[config.mk]
export PLATFORM = sky130hd
export DESIGN_NAME = fpu_result_pack_flat
export DESIGN_NICKNAME = d
export VERILOG_FILES = /design/src/rtl/fpu_result_pack_pkg.sv /design/src/rtl/fpu_result_pack_if.sv /design/src/rtl/fpu_result_pack_skid_buffer.sv /design/src/rtl/fpu_result_pack.sv /design/src/flat_wrapper.sv
export SDC_FILE = /design/constraint.sdc
export NUM_CORES = 1
export LEC_CHECK = 0
export CAP_MARGIN = 10
export CORE_MARGIN = 2
export CORE_UTILIZATION = 46
export CTS_BUF_LIST = sky130_fd_sc_hd__clkbuf_4
export CTS_CLUSTER_DIAMETER = 100
export CTS_CLUSTER_SIZE = 28
export DETAILED_ROUTE_END_ITERATION = 12
export PLACE_DENSITY = 0.85
export SLEW_MARGIN = 20
export SYNTH_ARGS = -nofsm -noshare
export SYNTH_HDL_FRONTEND = slang
export SYNTH_SLANG_ARGS = --single-unit
export TNS_END_PERCENT = 1
[constraint.sdc]
create_clock -name clk -period 2.4 [get_ports clk]
set_clock_uncertainty 0.15 [all_clocks]
set_input_delay 0.48 -clock clk [delete_from_list [all_inputs] [get_ports clk]]
set_output_delay 0.48 -clock clk [all_outputs]
set_load 0.01 [all_outputs]
[src/rtl/fpu_result_pack_pkg.sv]
// Shared types for the FPU result-pack stage.
//   fpu_result_pack_pkg : skid-buffer state encoding
//   fpu_format          : default field widths and the float_t word layout
//   sign / exponent / fraction_msb / fraction_lsbs : per-field select codes
//                         produced by the decode/special-case stage
package fpu_result_pack_pkg;
  typedef enum logic [1:0] {
    BUF_EMPTY = 2'd0,
    BUF_HOLD  = 2'd1,
    BUF_FULL  = 2'd2
  } buf_state_e;
endpackage

package fpu_format;
  localparam int unsigned EXP_WIDTH  = 8;
  localparam int unsigned FRAC_WIDTH = 23;

  typedef struct packed {
    logic                  sign;
    logic [EXP_WIDTH-1:0]  exponent;
    logic [FRAC_WIDTH-1:0] fraction;
  } float_t;
endpackage

package sign;
  typedef enum logic [2:0] {
    ZERO   = 3'd0,
    ONE    = 3'd1,
    A      = 3'd2,
    B      = 3'd3,
    NB     = 3'd4,
    A_B    = 3'd5,
    A_NB   = 3'd6,
    RESULT = 3'd7
  } sign_select;
endpackage

package exponent;
  typedef enum logic [2:0] {
    ZEROS    = 3'd0,
    ONES     = 3'd1,
    A        = 3'd2,
    B        = 3'd3,
    RESULT   = 3'd4,
    DONTCARE = 3'd5
  } exponent_select;
endpackage

package fraction_msb;
  typedef enum logic [2:0] {
    ZERO     = 3'd0,
    ONE      = 3'd1,
    A        = 3'd2,
    B        = 3'd3,
    RESULT   = 3'd4,
    DONTCARE = 3'd5
  } fraction_msb_select;
endpackage

package fraction_lsbs;
  typedef enum logic [1:0] {
    ZEROS  = 2'd0,
    A      = 2'd1,
    B      = 2'd2,
    RESULT = 2'd3
  } fraction_lsbs_select;
endpackage

[src/rtl/fpu_result_pack_if.sv]
// Bus between the select-generation stage, the result-pack stage and the
// FPU result port.
//   Input side : in_valid/in_ready, operands a/b, computed result fields,
//                four field select codes
//   Output side: out_valid/out_ready, out_result {sign, exponent, fraction}
// master = the environment driving operands and consuming results,
// slave  = fpu_result_pack.
interface fpu_result_pack_if #(
  parameter int unsigned EXP_WIDTH  = fpu_format::EXP_WIDTH,
  parameter int unsigned FRAC_WIDTH = fpu_format::FRAC_WIDTH
);
  localparam int unsigned WIDTH = 1 + EXP_WIDTH + FRAC_WIDTH;

  logic                  in_valid;
  logic                  in_ready;
  logic [WIDTH-1:0]      a;
  logic [WIDTH-1:0]      b;
  logic                  result_sign;
  logic [EXP_WIDTH-1:0]  result_exponent;
  logic [FRAC_WIDTH-1:0] result_fraction;
  logic [2:0]            sign_sel;
  logic [2:0]            exponent_sel;
  logic [2:0]            fraction_msb_sel;
  logic [1:0]            fraction_lsbs_sel;
  logic                  out_valid;
  logic                  out_ready;
  logic [WIDTH-1:0]      out_result;

  modport master (
    output in_valid, a, b, result_sign, result_exponent, result_fraction,
           sign_sel, exponent_sel, fraction_msb_sel, fraction_lsbs_sel,
           out_ready,
    input  in_ready, out_valid, out_result
  );

  modport slave (
    input  in_valid, a, b, result_sign, result_exponent, result_fraction,
           sign_sel, exponent_sel, fraction_msb_sel, fraction_lsbs_sel,
           out_ready,
    output in_ready, out_valid, out_result
  );
endinterface

[src/rtl/fpu_result_pack_skid_buffer.sv]
// Two-entry skid buffer: an output register plus one skid register.
//   in_valid/in_ready/in_data    : upstream handshake; in_ready is a flop
//   out_valid/out_ready/out_data : downstream handshake; out_data is a flop
// Reset (async, active-low) empties both entries and clears out_data.
module skid_buffer
  import fpu_result_pack_pkg::*;
#(
  parameter int unsigned WIDTH = 32
) (
  input  logic             clk,
  input  logic             rst_n,
  input  logic             in_valid,
  output logic             in_ready,
  input  logic [WIDTH-1:0] in_data,
  output logic             out_valid,
  input  logic             out_ready,
  output logic [WIDTH-1:0] out_data
);
  buf_state_e       state_q, state_d;
  logic [WIDTH-1:0] out_data_q, out_data_d;
  logic [WIDTH-1:0] skid_q, skid_d;
  logic             in_ready_q, in_ready_d;
  logic             out_valid_q, out_valid_d;
  logic             accept;
  logic             emit;

  assign accept = in_valid && in_ready_q;
  assign emit   = out_valid_q && out_ready;

  always_comb begin
    state_d    = state_q;
    out_data_d = out_data_q;
    skid_d     = skid_q;
    case (state_q)
      BUF_EMPTY: begin
        if (accept) begin
          out_data_d = in_data;
          state_d    = BUF_HOLD;
        end
      end
      BUF_HOLD: begin
        if (accept && emit) begin
          out_data_d = in_data;
        end else if (accept) begin
          skid_d  = in_data;
          state_d = BUF_FULL;
        end else if (emit) begin
          state_d = BUF_EMPTY;
        end
      end
      BUF_FULL: begin
        // in_ready is low here, so only the drain of the skid word can happen.
        if (emit) begin
          out_data_d = skid_q;
          state_d    = BUF_HOLD;
        end
      end
      default: state_d = BUF_EMPTY;
    endcase
    in_ready_d  = (state_d != BUF_FULL);
    out_valid_d = (state_d != BUF_EMPTY);
  end

  always_ff @(posedge clk or negedge rst_n) begin
    if (!rst_n) begin
      state_q     <= BUF_EMPTY;
      out_data_q  <= '0;
      skid_q      <= '0;
      in_ready_q  <= 1'b1;
      out_valid_q <= 1'b0;
    end else begin
      state_q     <= state_d;
      out_data_q  <= out_data_d;
      skid_q      <= skid_d;
      in_ready_q  <= in_ready_d;
      out_valid_q <= out_valid_d;
    end
  end

  assign in_ready  = in_ready_q;
  assign out_valid = out_valid_q;
  assign out_data  = out_data_q;
endmodule

[src/rtl/fpu_result_pack.sv]
// Final FPU stage: assembles the IEEE-754 result word from per-field selects
// (constant, operand A, operand B or computed result) and registers it
// behind a 2-entry skid buffer.
//   clk, reset_n : clock, asynchronous active-low reset
//   bus (slave)  : input handshake + operands/result fields/select codes,
//                  output handshake + packed result word
// Undefined select codes produce 0 in their field.
module fpu_result_pack #(
  parameter int unsigned EXP_WIDTH  = fpu_format::EXP_WIDTH,
  parameter int unsigned FRAC_WIDTH = fpu_format::FRAC_WIDTH
) (
  input  logic               clk,
  input  logic               reset_n,
  fpu_result_pack_if.slave   bus
);
  localparam int unsigned WIDTH = 1 + EXP_WIDTH + FRAC_WIDTH;

  // Width-generic view of an operand; matches fpu_format::float_t at defaults.
  typedef struct packed {
    logic                  sign;
    logic [EXP_WIDTH-1:0]  exponent;
    logic [FRAC_WIDTH-1:0] fraction;
  } word_t;

  word_t                 op_a, op_b;
  logic                  sign_f;
  logic [EXP_WIDTH-1:0]  exp_f;
  logic                  msb_f;
  logic [FRAC_WIDTH-2:0] lsbs_f;
  logic [WIDTH-1:0]      packed_word;

  assign op_a = bus.a;
  assign op_b = bus.b;

  always_comb begin
    sign_f = 1'b0;
    case (sign::sign_select'(bus.sign_sel))
      sign::ZERO:   sign_f = 1'b0;
      sign::ONE:    sign_f = 1'b1;
      sign::A:      sign_f = op_a.sign;
      sign::B:      sign_f = op_b.sign;
      sign::NB:     sign_f = ~op_b.sign;
      sign::A_B:    sign_f = op_a.sign ^ op_b.sign;
      sign::A_NB:   sign_f = op_a.sign ^ ~op_b.sign;
      sign::RESULT: sign_f = bus.result_sign;
      default:      sign_f = 1'b0;
    endcase
  end

  always_comb begin
    exp_f = '0;
    case (exponent::exponent_select'(bus.exponent_sel))
      exponent::ZEROS:  exp_f = '0;
      exponent::ONES:   exp_f = '1;
      exponent::A:      exp_f = op_a.exponent;
      exponent::B:      exp_f = op_b.exponent;
      exponent::RESULT: exp_f = bus.result_exponent;
      default:          exp_f = '0;
    endcase
  end

  always_comb begin
    msb_f = 1'b0;
    case (fraction_msb::fraction_msb_select'(bus.fraction_msb_sel))
      fraction_msb::ZERO:   msb_f = 1'b0;
      fraction_msb::ONE:    msb_f = 1'b1;
      fraction_msb::A:      msb_f = op_a.fraction[FRAC_WIDTH-1];
      fraction_msb::B:      msb_f = op_b.fraction[FRAC_WIDTH-1];
      fraction_msb::RESULT: msb_f = bus.result_fraction[FRAC_WIDTH-1];
      default:              msb_f = 1'b0;
    endcase
  end

  always_comb begin
    lsbs_f = '0;
    case (fraction_lsbs::fraction_lsbs_select'(bus.fraction_lsbs_sel))
      fraction_lsbs::ZEROS:  lsbs_f = '0;
      fraction_lsbs::A:      lsbs_f = op_a.fraction[FRAC_WIDTH-2:0];
      fraction_lsbs::B:      lsbs_f = op_b.fraction[FRAC_WIDTH-2:0];
      fraction_lsbs::RESULT: lsbs_f = bus.result_fraction[FRAC_WIDTH-2:0];
      default:               lsbs_f = '0;
    endcase
  end

  assign packed_word = {sign_f, exp_f, msb_f, lsbs_f};

  skid_buffer #(
    .WIDTH(WIDTH)
  ) u_skid (
    .clk       (clk),
    .rst_n     (reset_n),
    .in_valid  (bus.in_valid),
    .in_ready  (bus.in_ready),
    .in_data   (packed_word),
    .out_valid (bus.out_valid),
    .out_ready (bus.out_ready),
    .out_data  (bus.out_result)
  );
endmodule

[src/flat_wrapper.sv]
// flat-port wrapper written by rule: the top's interface ports become plain ports
module fpu_result_pack_flat 
#(
  parameter int unsigned EXP_WIDTH  = fpu_format::EXP_WIDTH,
  parameter int unsigned FRAC_WIDTH = fpu_format::FRAC_WIDTH
)
  (clk, reset_n, bus_in_valid, bus_a, bus_b, bus_result_sign, bus_result_exponent, bus_result_fraction, bus_sign_sel, bus_exponent_sel, bus_fraction_msb_sel, bus_fraction_lsbs_sel, bus_out_ready, bus_in_ready, bus_out_valid, bus_out_result);
  fpu_result_pack_if #(.EXP_WIDTH(EXP_WIDTH), .FRAC_WIDTH(FRAC_WIDTH)) bus_i ();
  input  logic clk;
  input  logic reset_n;
  input wire logic [$bits(bus_i.in_valid)-1:0] bus_in_valid;
  input wire logic [$bits(bus_i.a)-1:0] bus_a;
  input wire logic [$bits(bus_i.b)-1:0] bus_b;
  input wire logic [$bits(bus_i.result_sign)-1:0] bus_result_sign;
  input wire logic [$bits(bus_i.result_exponent)-1:0] bus_result_exponent;
  input wire logic [$bits(bus_i.result_fraction)-1:0] bus_result_fraction;
  input wire logic [$bits(bus_i.sign_sel)-1:0] bus_sign_sel;
  input wire logic [$bits(bus_i.exponent_sel)-1:0] bus_exponent_sel;
  input wire logic [$bits(bus_i.fraction_msb_sel)-1:0] bus_fraction_msb_sel;
  input wire logic [$bits(bus_i.fraction_lsbs_sel)-1:0] bus_fraction_lsbs_sel;
  input wire logic [$bits(bus_i.out_ready)-1:0] bus_out_ready;
  output wire logic [$bits(bus_i.in_ready)-1:0] bus_in_ready;
  output wire logic [$bits(bus_i.out_valid)-1:0] bus_out_valid;
  output wire logic [$bits(bus_i.out_result)-1:0] bus_out_result;
  assign bus_i.in_valid = bus_in_valid;
  assign bus_i.a = bus_a;
  assign bus_i.b = bus_b;
  assign bus_i.result_sign = bus_result_sign;
  assign bus_i.result_exponent = bus_result_exponent;
  assign bus_i.result_fraction = bus_result_fraction;
  assign bus_i.sign_sel = bus_sign_sel;
  assign bus_i.exponent_sel = bus_exponent_sel;
  assign bus_i.fraction_msb_sel = bus_fraction_msb_sel;
  assign bus_i.fraction_lsbs_sel = bus_fraction_lsbs_sel;
  assign bus_i.out_ready = bus_out_ready;
  assign bus_in_ready = bus_i.in_ready;
  assign bus_out_valid = bus_i.out_valid;
  assign bus_out_result = bus_i.out_result;
  fpu_result_pack #(.EXP_WIDTH(EXP_WIDTH), .FRAC_WIDTH(FRAC_WIDTH)) u_core (.clk(clk), .reset_n(reset_n), .bus(bus_i));
endmodule
* After elaboration in Yosys (flattened, before gate mapping) *
Cells that the tools add are included.

storage, ports and cells
  register bits = 68
  input port bits = 111
  output and inout bits = 34
  logic and storage cells = 57

cells by class
  eq/ne operators = 24
  multiplexer cells = 14
  bitwise logic cells = 4
  reductions and logical operators = 10

operator list
  operator                                              number
  2-to-1 mux 32 bit                                     3
  case mux 32 bit (3 select lines)                      1
  case mux 22 bit (4 select lines)                      1
  case mux 8 bit (4 select lines)                       1
  equality test 3 x 2 -> 1 bit (second input constant)  6
  equality test 3 bit (second input constant)           6
  2-to-1 mux 2 bit                                      5
  equality test 3 x 1 -> 1 bit (second input constant)  3
  != test 2 bit (second input constant)                 4
  case mux 1 bit (8 select lines)                       1
  equality test 2 bit (second input constant)           3
  case mux 2 bit (3 select lines)                       1
  equality test 2 x 1 -> 1 bit (second input constant)  2
  logical NOT 2 bit                                     2
  case mux 1 bit (4 select lines)                       1
  AND reduction 4 bit                                   1
  logical AND 1 bit                                     3
  logical NOT 3 bit                                     1
  AND reduction 3 bit                                   1
  nonzero test 3 bit                                    1
  NOT 1 bit                                             2
  nonzero test 2 bit                                    1
  XOR 1 bit                                             2

* Depth between registers and ports, before layout *
  word-level depth = 6
  mapped depth = 7

* By module *
A second synthesis with hierarchy kept.

second synthesis, totals
  cells, all modules = 363
  area total of the unflattened synthesis = 3,839.9 um^2

by module, submodules not included
  module           times used  cells an instance  area an instance (um^2)  sequential area each (um^2)
  skid_buffer      1           260                2,984.1                  1,702.9
  fpu_result_pack  1           103                855.8                    0.0

* Least setup slack after synthesis *
OpenSTA, ideal clock, no wires.

  path type = input to register
  from = in bus_in_valid
  to = reg u_core.u_skid.out_data_q[0] (netlist: u_core.u_skid.out_data[0])
  library setup time = 0.125 ns
  data arrival time = 1.484 ns
  data required time = 2.125 ns
  slack = 0.641 ns
  cell stages on the path = 5
  path buffers = 1
  cell sequence = and3b_2 > o21bai_4 > o31a_4 > buf_12 > mux2_4

between the ends
  longest elaborated chain between the ends = 4
  elaborated cells between the ends (all ways) = 5
  classes of those cells = 2 x eq/ne; 3 x reduce/logical

ends and longest elaborated chain
  element                          line                               text
  start: declaration               flat_wrapper.sv:11                 input wire logic [$bits(bus_i.in_valid)-1:0] bus_in_valid;
  logical AND 1 bit *              fpu_result_pack_skid_buffer.sv:27  assign accept = in_valid && in_ready_q;
  logical AND 1 bit                fpu_result_pack_skid_buffer.sv:42  if (accept && emit) begin
  != test 2 bit (no line)          --
  AND reduction 4 bit (no line) *  --
  end signal: assignment           fpu_result_pack_skid_buffer.sv:73  out_data_q <= out_data_d;
  end: declaration                 fpu_result_pack_skid_buffer.sv:20  logic [WIDTH-1:0] out_data_q, out_data_d;

Mark *: on every way between the ends. The rest lies on a longest branch, timed or not.
A chain may end at the register's enable or synchronous reset.

* Worst setup path in the final report *
  from = reg u_core.u_skid.in_ready_q (netlist: u_core.u_skid.in_ready)
  to = out bus_in_ready

RTL lines
  element                   line                               text
  start: declaration        fpu_result_pack_skid_buffer.sv:22  logic in_ready_q, in_ready_d;
  start signal: assignment  fpu_result_pack_skid_buffer.sv:75  in_ready_q <= in_ready_d;
  end: declaration          flat_wrapper.sv:22                 output wire logic [$bits(bus_i.in_ready)-1:0] bus_in_ready;

No word-level cell between the ends.

==> metrics.txt <==
run status=finished clean; Mapped Cells=~360; number of cell rows=33; largest net degree at the start of global routing=slightly below 50; number of sinks on the clock net=approximately 70; detailed-placement wirelength estimate=between 7000 and 8000 um; leakage power of the design=between 2 and 2.5 nW; via count=3341; hold crit path type=register to register; I/O pins=145; layout overhead on the synthesized area=45.22%; post-route fraction of the period consumed by the critical path=0.8810; first-pass GRT wire length=around 16000 um; post-route worst setup slack=between 0.2 and 0.3 ns; Worst Setup End Kind=primary output; share of layout cells above drive strength 1=0.1746; number of antenna violations at the first check in global routing=0; Crit path arrival time=1.48 ns; aggregate negative setup slack=0 ns; routed length per instance=approximately 17 um; clock period minus final worst setup slack=about 2.1 ns; maximum clock frequency=roughly 470 MHz; Crit path largest cell delay=between 0.5 and 0.6 ns; setup repair after global routing missed its margin=no; First-pass DRT Iterations=5; average cell area after synthesis=10.55 um^2; Port Buf Inserts=roughly 140; required time reported for the critical path endpoint=1.77 ns; CTS H-tree lvls=3; total standard cell area after synthesis=~0.0038 mm^2; floorplan die width=94.49 um; post-route standard cell area excluding fillers=approximately 0.0055 mm^2; most frequent standard cell in the layout excluding fill and tap cells=sky130_fd_sc_hd__clkdlybuf4s50_1; Warnings, synthesis=0; number of hold violations in the final report=0; Max Cap Viol=0; CTS Buffer Depth=2; Critical Path Source=u_core.u_skid.in_ready$_DFF_PN1_; die area=about 0.0089 mm^2; total congestion overflow=0; die height=between 90 and 100 um; Worst Max-Slew Pin Slew=approximately 0.53 ns; clock tree from TritonCTS=built; crit path cell chain=clkdlybuf4s50_1; final worst hold slack=between 0.3 and 0.4 ns; Design Power=~5.3 mW; register area share after synthesis=0.4522; placeable core region=just over 0.008 mm^2; power per cell area=969.6 mW/mm^2; highest-count cells in the layout ignoring fill and taps=143 x sky130_fd_sc_hd__clkdlybuf4s50_1, 67 x sky130_fd_sc_hd__dfrtp_1, 32 x sky130_fd_sc_hd__a21oi_1, 32 x sky130_fd_sc_hd__nor2_1, 31 x sky130_fd_sc_hd__nand2_1; clk slew on worst S/H paths=approximately 0.11 ns; fraction of synthesis flops using an asynchronous set or reset pin=1.000; critical-path maximum fanout=3; crit start category=register; number of fill cells in the layout=601; number of nets in the layout=slightly above 600; root buffer cell=sky130_fd_sc_hd__clkbuf_4; number of DRC violations after detailed-routing iteration 0=between 150 and 200; Final setup violation count=0; final antenna diode count=0; nets in the synthesized netlist=approximately 470; Clock Latency Late Sink=a little under 0.4 ns; routed vias/inst=5.486; Main synth FF type=sky130_fd_sc_hd__dfrtp_1; Post CTS Setup Buffer Count=0; vias in the first global route=approximately 3300; number of buffers added by the clock tree synthesis step=9; register bit total from synthesis=around 70; crit path max-delay cell type=sky130_fd_sc_hd__dfstp_2; DP Cell Count=approximately 590; Worst slew margin=0.6448; kind of critical path=register to primary output; final cell utilization of the core=0.6758; Post-DRT Antenna Nets=0; drc violations=0; number of distinct library cells after synthesis=40; VDD IR max=~0.44 mV; Top delay family on crit path=flip-flops; hold path startpoint=u_core.u_skid.skid_q[29]$_DFFE_PN0P_; Total GRT Usage=0.2251; placed inst area=roughly 0.0053 mm^2; Post-synth EDFFs=0; worst setup slack after placement=-0.05449 ns; Worst R2R Start=u_core.u_skid.state_q[0]$_DFF_PN0_; max-slew violation count=0; critical path buffer and inverter count=1; number of standard cells in the layout, taps in and fillers out=between 600 and 700; DRT Wirelength=approximately 10000 um; RePlAce Congestion=a little under 0.8; Initial Utilization=0.4654
==> where the power goes <==
group | internal, mW | total [mW] | switching (mW) | leakage, nW
logic | 1.52 | 2.56 | 1.04 | 1.50
clock network | 0.304 | 0.709 | 0.405 | 0.0743
registers | 1.70 | 2.03 | 0.336 | 0.853
==> worst paths after layout <==
path | endpoint | slack (ns) | cells past startpoint
max | bus_in_ready | 0.29 | 1
min | u_core.u_skid.skid_q[29]$_DFFE_PN0P_ | 0.34 | 1
max reg2reg | u_core.u_skid.out_data[21]$_DFFE_PN0P_ | 0.46 | 5
min reg2reg | u_core.u_skid.skid_q[29]$_DFFE_PN0P_ | 0.34 | 1
max in group asynchronous | u_core.u_skid.in_ready$_DFF_PN1_ | 1.00 | 3
min in group asynchronous | u_core.u_skid.out_data[16]$_DFFE_PN0P_ | 0.43 | 2
==> cell type report <==
cell class              instances  area [um^2]  share of cell area
clock buffers                   9        67.56             0.01235
multi-input cells             260         1887              0.3450
repair buffers                157         1612              0.2947
flip-flops and latches         68         1703              0.3114
clock inverters                 7        57.56             0.01052
well taps                     105        131.4             0.02402
inverters                       3        11.26            0.002059
==> sequential cells by signal, summed over array words and instances, names as in the netlist <==
name,flops
u_core.u_skid.in_ready,1
u_core.u_skid.out_data,32
u_core.u_skid.out_valid,1
u_core.u_skid.skid_q,32
u_core.u_skid.state_q,2
==> per-layer routing <==
metal | global-route usage | wire, um
met5 | 0 | 0
met2 | 0.3982 | 5033
met3 | 0.06864 | 1013
met4 | 0.07488 | 93
met1 | 0.2599 | 4163
==> synth_stat cells, types with 5 or more instances <==
library cell               count  area, um^2
sky130_fd_sc_hd__dfrtp_1      67        1677
sky130_fd_sc_hd__a21oi_1      32       160.2
sky130_fd_sc_hd__nor2_1       32       120.1
sky130_fd_sc_hd__nand2_1      31       116.4
sky130_fd_sc_hd__mux2_4       28       420.4
sky130_fd_sc_hd__o21ai_0      26       130.1
sky130_fd_sc_hd__mux2_2       24       270.3
sky130_fd_sc_hd__a22oi_1      22       165.2
sky130_fd_sc_hd__a31oi_1      16       100.1
sky130_fd_sc_hd__clkbuf_1     11       41.29
sky130_fd_sc_hd__a21o_1        8       60.06
sky130_fd_sc_hd__a32oi_1       8       70.07
sky130_fd_sc_hd__nor2b_1       6       37.54
sky130_fd_sc_hd__buf_2         5       25.02
sky130_fd_sc_hd__nand2b_1      5       31.28
==> logic make-up (layout without fill, tap and decap cells) <==
logic type,after synthesis,after routing,share of synthesized area
AOI/OAI and AO/OA,123,123,0.2103
and+or+nand+nor,84,84,0.1040
DFF,68,68,0.4522
muxes,53,53,0.1860
buffers and inverters,29,176,0.04751
==> repair_timing <==
| action | in CTS | in global routing |
|---|---|---|
| gates resized for setup | 0 | 0 |
| endpoints found under the hold margin | 20 | 0 |
| hold buffers | 1 | 0 |
(Power assumes the default switching activity.)
